`src/rtl/key_pkg.sv`:
```
// Channel indices, arbiter state encoding and priority helper shared by the button front end and the buzzer top.
package key_pkg;

   localparam int NUM_CH   = 5;
   localparam int CH_DOWN  = 0;
   localparam int CH_LEFT  = 1;
   localparam int CH_MID   = 2;
   localparam int CH_RIGHT = 3;
   localparam int CH_UP    = 4;

   typedef enum logic {
      ST_IDLE = 1'b0,
      ST_HOLD = 1'b1
   } arb_state_t;

   // Highest set index wins: up > right > mid > left > down.
   function automatic logic [2:0] prio_sel(input logic [NUM_CH-1:0] req);
      prio_sel = '0;
      for (int i = 0; i < NUM_CH; i++) begin
         if (req[i]) prio_sel = 3'(i);
      end
   endfunction

endpackage

```
`src/rtl/debounce_ch.sv`:
```
// One button channel: 2-flop synchroniser, then a level that only follows s2 after DB_CYCLES consecutive disagreeing samples.
// Latency: raw edge sampled at edge k reaches stable after edge k+1+DB_CYCLES; no backpressure.
module debounce_ch #(
   parameter int DB_CYCLES = 1_000_000,
   parameter int CNT_W     = 20
) (
   input  logic clk,
   input  logic rst_n,
   input  logic sw,
   output logic stable
);

   localparam logic [CNT_W-1:0] CNT_LAST = CNT_W'(DB_CYCLES - 1);

   logic             s1;
   logic             s2;
   logic [CNT_W-1:0] cnt;

   always_ff @(posedge clk or negedge rst_n) begin
      if (!rst_n) begin
         s1     <= 1'b0;
         s2     <= 1'b0;
         cnt    <= '0;
         stable <= 1'b0;
      end else begin
         s1 <= sw;
         s2 <= s1;
         // Any agreement with the current level restarts qualification.
         if (s2 == stable) begin
            cnt <= '0;
         end else if (cnt == CNT_LAST) begin
            stable <= s2;
            cnt    <= '0;
         end else begin
            cnt <= cnt + 1'b1;
         end
      end
   end

endmodule

```
`src/rtl/key_debounce_arb.sv`:
```
// Debounces five buttons, emits per-button press pulses and grants one tone at a time, first arrival wins.
// Latency: outputs one cycle after the debounced level changes; silence gap of one cycle between grants; no backpressure.
module key_debounce_arb
   import key_pkg::*;
#(
   parameter int DB_CYCLES = 1_000_000,
   parameter int CNT_W     = 20
) (
   input  logic              clk,
   input  logic              rst_n,
   input  logic              sw_up,
   input  logic              sw_left,
   input  logic              sw_mid,
   input  logic              sw_right,
   input  logic              sw_down,
   output logic [NUM_CH-1:0] note_en,
   output logic [NUM_CH-1:0] press_pulse,
   output logic              busy
);

   logic [NUM_CH-1:0] sw_raw;
   logic [NUM_CH-1:0] stable;
   logic [NUM_CH-1:0] stable_d;
   arb_state_t        state;
   logic [2:0]        sel;

   assign sw_raw[CH_DOWN]  = sw_down;
   assign sw_raw[CH_LEFT]  = sw_left;
   assign sw_raw[CH_MID]   = sw_mid;
   assign sw_raw[CH_RIGHT] = sw_right;
   assign sw_raw[CH_UP]    = sw_up;

   for (genvar i = 0; i < NUM_CH; i++) begin : g_ch
      debounce_ch #(
         .DB_CYCLES (DB_CYCLES),
         .CNT_W     (CNT_W)
      ) u_ch (
         .clk    (clk),
         .rst_n  (rst_n),
         .sw     (sw_raw[i]),
         .stable (stable[i])
      );
   end

   always_ff @(posedge clk or negedge rst_n) begin
      if (!rst_n) begin
         stable_d    <= '0;
         press_pulse <= '0;
      end else begin
         stable_d    <= stable;
         press_pulse <= stable & ~stable_d;
      end
   end

   always_ff @(posedge clk or negedge rst_n) begin
      if (!rst_n) begin
         state   <= ST_IDLE;
         sel     <= '0;
         note_en <= '0;
         busy    <= 1'b0;
      end else begin
         case (state)
            ST_IDLE: begin
               if (|stable) begin
                  sel     <= prio_sel(stable);
                  note_en <= NUM_CH'(1) << prio_sel(stable);
                  busy    <= 1'b1;
                  state   <= ST_HOLD;
               end else begin
                  note_en <= '0;
                  busy    <= 1'b0;
               end
            end
            ST_HOLD: begin
               // Only the granted button's release matters; dropping to IDLE forces the silence gap.
               if (!stable[sel]) begin
                  note_en <= '0;
                  busy    <= 1'b0;
                  state   <= ST_IDLE;
               end
            end
            default: begin
               note_en <= '0;
               busy    <= 1'b0;
               state   <= ST_IDLE;
            end
         endcase
      end
   end

endmodule

```
`config.mk`:
```
export PLATFORM = sky130hd
export DESIGN_NAME = key_debounce_arb
export DESIGN_NICKNAME = d
export VERILOG_FILES = /design/src/rtl/key_pkg.sv /design/src/rtl/debounce_ch.sv /design/src/rtl/key_debounce_arb.sv
export SDC_FILE = /design/constraint.sdc
export NUM_CORES = 1
export LEC_CHECK = 0
export CAP_MARGIN = 25
export CORE_MARGIN = 1.5
export CORE_UTILIZATION = 63
export DETAILED_ROUTE_END_ITERATION = 8
export DONT_BUFFER_PORTS = 1
export PLACE_DENSITY_LB_ADDON = 0.1
export SETUP_SLACK_MARGIN = 0.02
export SYNTH_ARGS = -nofsm -noshare
export SYNTH_HDL_FRONTEND = slang
export SYNTH_SLANG_ARGS = --single-unit
```
`constraint.sdc`:
```
create_clock -name clk -period 2.5 [get_ports clk]
set_input_delay 0.375 -clock clk [delete_from_list [all_inputs] [get_ports clk]]
set_output_delay 0.375 -clock clk [all_outputs]
set_load 0.05 [all_outputs]
```
==> run summary, run 1 <==
Fin cells = 768
DP Worst Slack = 400.8 ps
Sequential area share after synthesis = 54.18%
Minimum clock period = 2113 ps
Power Density = 759.8 mW/mm^2
Largest cells by area after synthesis = dfrtp_1 54%, xor2_1 4.9%, nor2_1 4.7%, xnor2_1 3.9%, nand4_1 3.0%
Syn nets = 616
Post-synth top area cell = dfrtp_1
LEAKAGE = 3.044 nW
Initial core utilization = 64.38%
Post-synthesis register bit count = 135
Core Util, Final = 74.52%
Vias in the first global route = 4476
Synth top area share = 54.18%
Residual DRC count = 0
Clk buf depth = 2
Routed vias = 4556
Final Cell Area = 0.007217 sq mm
DRT antenna net count = 0
WP buf/inv = 0
Largest net degree at the start of global routing = 136
# hold bufs at CTS = 5
Placed Area = 0.006415 sq mm
Critical path required time = 2960 ps
Final setup viols = 0
Synth Flop Type = dfrtp_1
Cells after Synth = 604
Busiest grt layer = met2
Comb pwr share = 1.7%
Type of the worst setup path = reg -> reg
GRT overflow = 0
Worst reg-to-reg setup slack = 390 ps
Mapped cell area = 0.006235 sq mm
Post-Route WL = 12310 um
R2R Path Start = g_ch[0].u_ch.cnt[0]
Final Hold Viols = 135
Clk_skew = 8.405 ps
H-tree Lvls = 4
Arr. time, crit path = 2570 ps
Internal cell power = 4.500 mW
Reg-to-reg critical path endpoint = g_ch[0].u_ch.cnt[18]
Antenna cells = 0
HPWL after DPL = 7737 um
Antenna violations before repair = 0
Root Driver = clkbuf_8
Clk network pwr share = 57.5%
Slew headroom = 61.80%
Post-CTS Setup Inserts = 0
Net count, final = 634
CP max-delay cell = or4_4
F_max = 473.2 MHz
CP most frequent cell = or4_4
Synthesized area per cell = 10.32 sq um
RD Place Congestion = 0.8919
Met2 Use GR = 40.65%
Most common cell after layout, fill and taps aside = dfrtp_1
Core ar. = 0.009684 sq mm
Crit-path max cell delay = 620 ps
Io pins = 18
Placed cells = 731
Psw = 0.9837 mW
CP Max Fanout = 8
RSZ-0062 raised after global routing = no
Reg2Reg Depth = 5
Layout Area Growth over Synthesis = 15.75%
Num rows = 36
Vias/cell = 5.932
Worst-path clk slew = 60 ps
Global-route usage over all layers = 26.15%
Outcome = complete, but fails checks
Switching Share = 17.94%
Reg power frac = 40.8%
Crit share post-route = 84.53%
Share of layout cells above drive strength 1 = 9.291%
Input/output buffers = 0
Die height = 102.5 um
Die area = 0.01050 sq mm
MaxCap Viol Count = 0
Post-synth EDFFs = 0
TritonCTS buffer count = 17
Met3 usage = 7.045%
Max Slew Vio Count = 0
Violated checks = negative hold slack
Clock sink count = 135
Syn. warnings = 0
Most frequent cells in the layout = 135 x dfrtp_1, 78 x nor2_1, 35 x xor2_1, 35 x nand2_1
Netlist cell types = 45
Max IR drop VDD = 0.9365 mV
Crit-path cells = ha_1 > nand3_2 > or4_4 > or4_4 > a21oi_2
CP delay by family, top = simple AND/OR/NAND/NOR gates
Setup TNS = 0 ps
Setup slack after layout = 386.8 ps
First-pass GRT wire length = 21180 um
Crit start category = flip-flop
Slew @ Worst Pin = 567.7 ps
Router iterations before antenna repair = 5
Share of async-settable or async-resettable flops after synthesis = 100.0%
Pwr Total = 5.484 mW
Initial drt markers = 217
Post_cts resized = 0
Routed len/inst = 16.03 um
Worst min path class = in -> async
CTS tree = yes
CP endpoint kind = flip-flop
Worst hold slack = -455.2 ps
GR Layer Usage met1 = 35.44%
Die W = 102.5 um
Worst-skew pair later-pin latency = 520 ps
## cell families after synthesis
| kind of cell | Yosys count | synth area share, % |
|---|---|---|
| and+or+nand+nor | 278 | 24.00 |
| DFF | 135 | 54.18 |
| AOI/OAI and AO/OA | 82 | 8.489 |
| xor gates and xnor gates | 63 | 8.850 |
| buffers and inverters | 34 | 2.248 |
| muxes | 7 | 1.224 |
| adders and majority gates | 5 | 1.003 |
## flip-flops by register name, indices dropped and copies added (netlist names)
signal            flops
stable_d              5
note_en               5
g_ch.u_ch.s2          5
busy                  1
g_ch.u_ch.s1          5
state                 1
g_ch.u_ch.stable      5
press_pulse           5
sel                   3
g_ch.u_ch.cnt       100
## cell usage after synthesis (2+ instances only)
library cell,count
nor2b_1,4
or4_1,16
a21oi_1,32
nand3_2,2
or4_4,2
and3_1,12
o31ai_1,16
inv_1,17
nand4_1,30
nand4b_1,2
nor2_1,78
mux2i_1,2
dfrtp_1,135
nor4_1,9
and4_1,10
mux2_2,5
nor3b_1,2
xnor2_1,28
xor2_1,35
a32o_1,2
a22o_1,4
and2_1,10
o21ai_0,18
clkbuf_1,9
nor3_1,10
o21ai_1,2
or3_1,14
nor4b_1,6
buf_2,7
ha_1,5
nand2_1,35
nand3_1,32
## worst reg2reg max path, cell delays in order (launching register included)
cell	delay [ps]
dfrtp_1	400
ha_1	220
nand3_2	190
or4_4	620
or4_4	500
a21oi_2	140
## power by group through the flow
stage | Clock [mW] | Combinational [mW] | Sequential [mW]
final | 3.15 | 0.0917 | 2.24
after global placement | 0 | 0.0797 | 2.28
after global routing | 3.31 | 0.105 | 2.24
after CTS | 3.20 | 0.0923 | 2.24
after detailed placement | 0 | 0.0837 | 2.28
after floorplan | 0 | 0.0614 | 2.27
## how the worst max path moves through the flow
stage                                   start              endpoint  slack [ps]  cells after the start
after CTS                 g_ch[0].u_ch.cnt[0]  g_ch[0].u_ch.cnt[18]         400                      5
after global placement    g_ch[0].u_ch.cnt[0]  g_ch[0].u_ch.cnt[18]         460                      5
final                     g_ch[0].u_ch.cnt[0]  g_ch[0].u_ch.cnt[18]         390                      5
after detailed placement  g_ch[0].u_ch.cnt[0]  g_ch[0].u_ch.cnt[18]         400                      5
after global routing      g_ch[0].u_ch.cnt[0]  g_ch[0].u_ch.cnt[18]         310                      5
after floorplan           g_ch[0].u_ch.cnt[0]  g_ch[0].u_ch.cnt[18]         530                      5
## layer usage
layer	share of wire (%)	wire (um)	up-vias
met5	0	0	-
met4	1.3	166	0
met3	3.1	382	16
met2	49	6031	87
met1	47	5731	2240
li1	-	-	2213
## cell type report
class,instances,area (sq um)
timing repair buffer,16,132.6
fill,667,2467
tap,133,166.4
multi-input combinational,435,2724
inverter,17,63.81
sequential,135,3378
clock inverter,14,324.1
clock buffer,18,427.9
Note: power is estimated with default switching activity, not from simulation.
==> run 2, diff against run 1 <==
==> constraint.sdc (replaced) <==
create_clock -name clk -period 2 [get_ports clk]
set_input_delay 0.3 -clock clk [delete_from_list [all_inputs] [get_ports clk]]
set_output_delay 0.3 -clock clk [all_outputs]
set_load 0.05 [all_outputs]
==> run 2 against run 1 <==
Effect of this change:
- the flow still finishes with violations (negative hold slack)
- worst setup slack got worse by 290 ps
- count of clock-buffer cells in the layout up 6
- via count rose by 1.2%
- non-clock buffer count increased by 18
- fmax is 11% higher
- critical endpoint is now g_ch[0].u_ch.cnt[6]
- power up 9.6%
- utilization grew 0.14 points
==> run summary, run 2 (synthesis gave the netlist of run 1 again) <==
Outcome = complete, but fails checks
Violated checks = negative hold slack
HPWL after DPL = 8005 um
Residual DRC count = 0
Io pins = 18
Most frequent cells in the layout = 135 x dfrtp_1, 78 x nor2_1, 35 x xor2_1, 35 x nand2_1, 32 x a21oi_1
Die area = 0.01050 sq mm
Core ar. = 0.009684 sq mm
Worst-path clk slew = 60 ps
Max Slew Vio Count = 0
RD Place Congestion = 0.8512
Routed vias = 4611
CP Max Fanout = 7
Power Density = 831.1 mW/mm^2
Root Driver = clkbuf_8
Worst min path class = in -> async
Share of layout cells above drive strength 1 = 11.49%
Register area = 0.003378 sq mm
Initial drt markers = 234
Max FFs per register = 100
Router iterations before antenna repair = 5
Die height = 102.5 um
GRT overflow = 0
Clk buf depth = 2
Final setup viols = 0
Type of the worst setup path = reg -> reg
GR Layer Usage met1 = 32.61%
Initial core utilization = 64.38%
Antenna violations before repair = 0
Final Hold Viols = 135
Most common cell after layout, fill and taps aside = dfrtp_1
Post-Route WL = 12450 um
Worst hold slack = -541.2 ps
Max IR drop VDD = 0.6607 mV
Slew headroom = 56.30%
Net count, final = 652
TritonCTS buffer count = 17
CTS tree = yes
MaxCap Viol Count = 0
Met2 Use GR = 41.16%
Met3 usage = 8.413%
CP endpoint kind = flip-flop
Global-route usage over all layers = 25.95%
Vias in the first global route = 4551
Num rows = 36
Crit share post-route = 95.32%
Layout Area Growth over Synthesis = 15.97%
Multi-input gate area = 0.002756 sq mm
Setup TNS = 0 ps
H-tree Lvls = 4
DRT antenna net count = 0
Fillers = 661
Vias/cell = 5.866
Routed len/inst = 15.83 um
Largest net degree at the start of global routing = 136
F_max = 524.6 MHz
Busiest grt layer = met2
LEAKAGE = 3.067 nW
# hold bufs at CTS = 5
Die W = 102.5 um
Minimum clock period = 1906 ps
Clock sink count = 135
Clk_skew = 7.437 ps
Biggest register = g_ch.u_ch.cnt
Critical path required time = 2420 ps
Input/output buffers = 0
First-pass GRT wire length = 20670 um
Antenna cells = 0
Worst-skew pair later-pin latency = 530 ps
RSZ-0062 raised after global routing = no
Crit start category = flip-flop
Slew @ Worst Pin = 649.5 ps
Arr. time, crit path = 2330 ps
Pwr Total = 6.009 mW
## run 2: cell count changes in the layout (fill, tap and decap cells not counted), moves of 2 or more
cell and delta:
clkbuf_8 +2, bufinv_16 -7, buf_4 +16, clkinvlp_4 +2
buf_6 +2, clkbuf_1 +4
## run 2: layout make-up
class / instances / area share, %
clock buffers: 24 / 6.506
clock inverters: 8 / 1.661
inverters: 17 / 0.8825
multi-input cells: 435 / 38.12
flip-flops and latches: 135 / 46.72
well taps: 133 / 2.301
repair buffers: 34 / 3.807
## run 2: layer usage
layer,vias up,wire [um],share of wire [%]
met3,14,436,3.5
met4,0,180,1.4
met5,-,0,0
met1,2286,5553,45
li1,2239,-,-
met2,72,6275,50
## run 2: final timing paths
check | from | to | slack [ps] | cells past startpoint
max reg2reg | g_ch[0].u_ch.cnt[16] | g_ch[0].u_ch.cnt[6] | 90 | 5
min reg2reg | g_ch[3].u_ch.s1 | g_ch[3].u_ch.s2 | 350 | 0
max | g_ch[0].u_ch.cnt[16] | g_ch[0].u_ch.cnt[6] | 90 | 5
min | rst_n | g_ch[4].u_ch.cnt[12] | -540 | 0
min in group clk | sw_up | g_ch[4].u_ch.s1 | 320 | 1
max in group asynchronous | rst_n | g_ch[4].u_ch.cnt[18] | 2330 | 0
## run 2: timing repair
action | in CTS | in global routing
pin swaps | 0 | 3
cloned | 1 | 0
hold endpoints to repair | 140 | 135
resized for setup | 3 | 6
setup endpoints to repair | 1 | 22
buffers inserted | 0 | 4
## run 2: metrics by stage
| step | hold WS (ps) | cells | utilization [%] | cell area (sq um) | worst slack, ps |
|---|---|---|---|---|---|
| after floorplan | 4.409 | 604 | - | 6235 | 30.78 |
| after global placement | 7.660 | 744 | 67.25 | 6513 | 110.7 |
| after detailed placement | 7.741 | 744 | 67.25 | 6513 | 44.49 |
| after CTS | -571.5 | 782 | 74.06 | 7172 | 21.42 |
| after global routing | -578.9 | 786 | 74.66 | 7231 | 8.388 |
| final | -541.2 | 786 | 74.66 | 7231 | 93.62 |
## run 2: critical path: stages (launching register included)
cell and delay (ps):
dfrtp_1 410, nand3_2 110, or4b_4 530, o41ai_4 470, buf_4 220, nor2_1 50
## run 2: power breakdown
part / switching, mW / internal [mW]
clock: 1.10 / 1.99
combinational: 0.0670 / 0.0550
sequential: 0.0319 / 2.77
total: 1.19 / 4.81
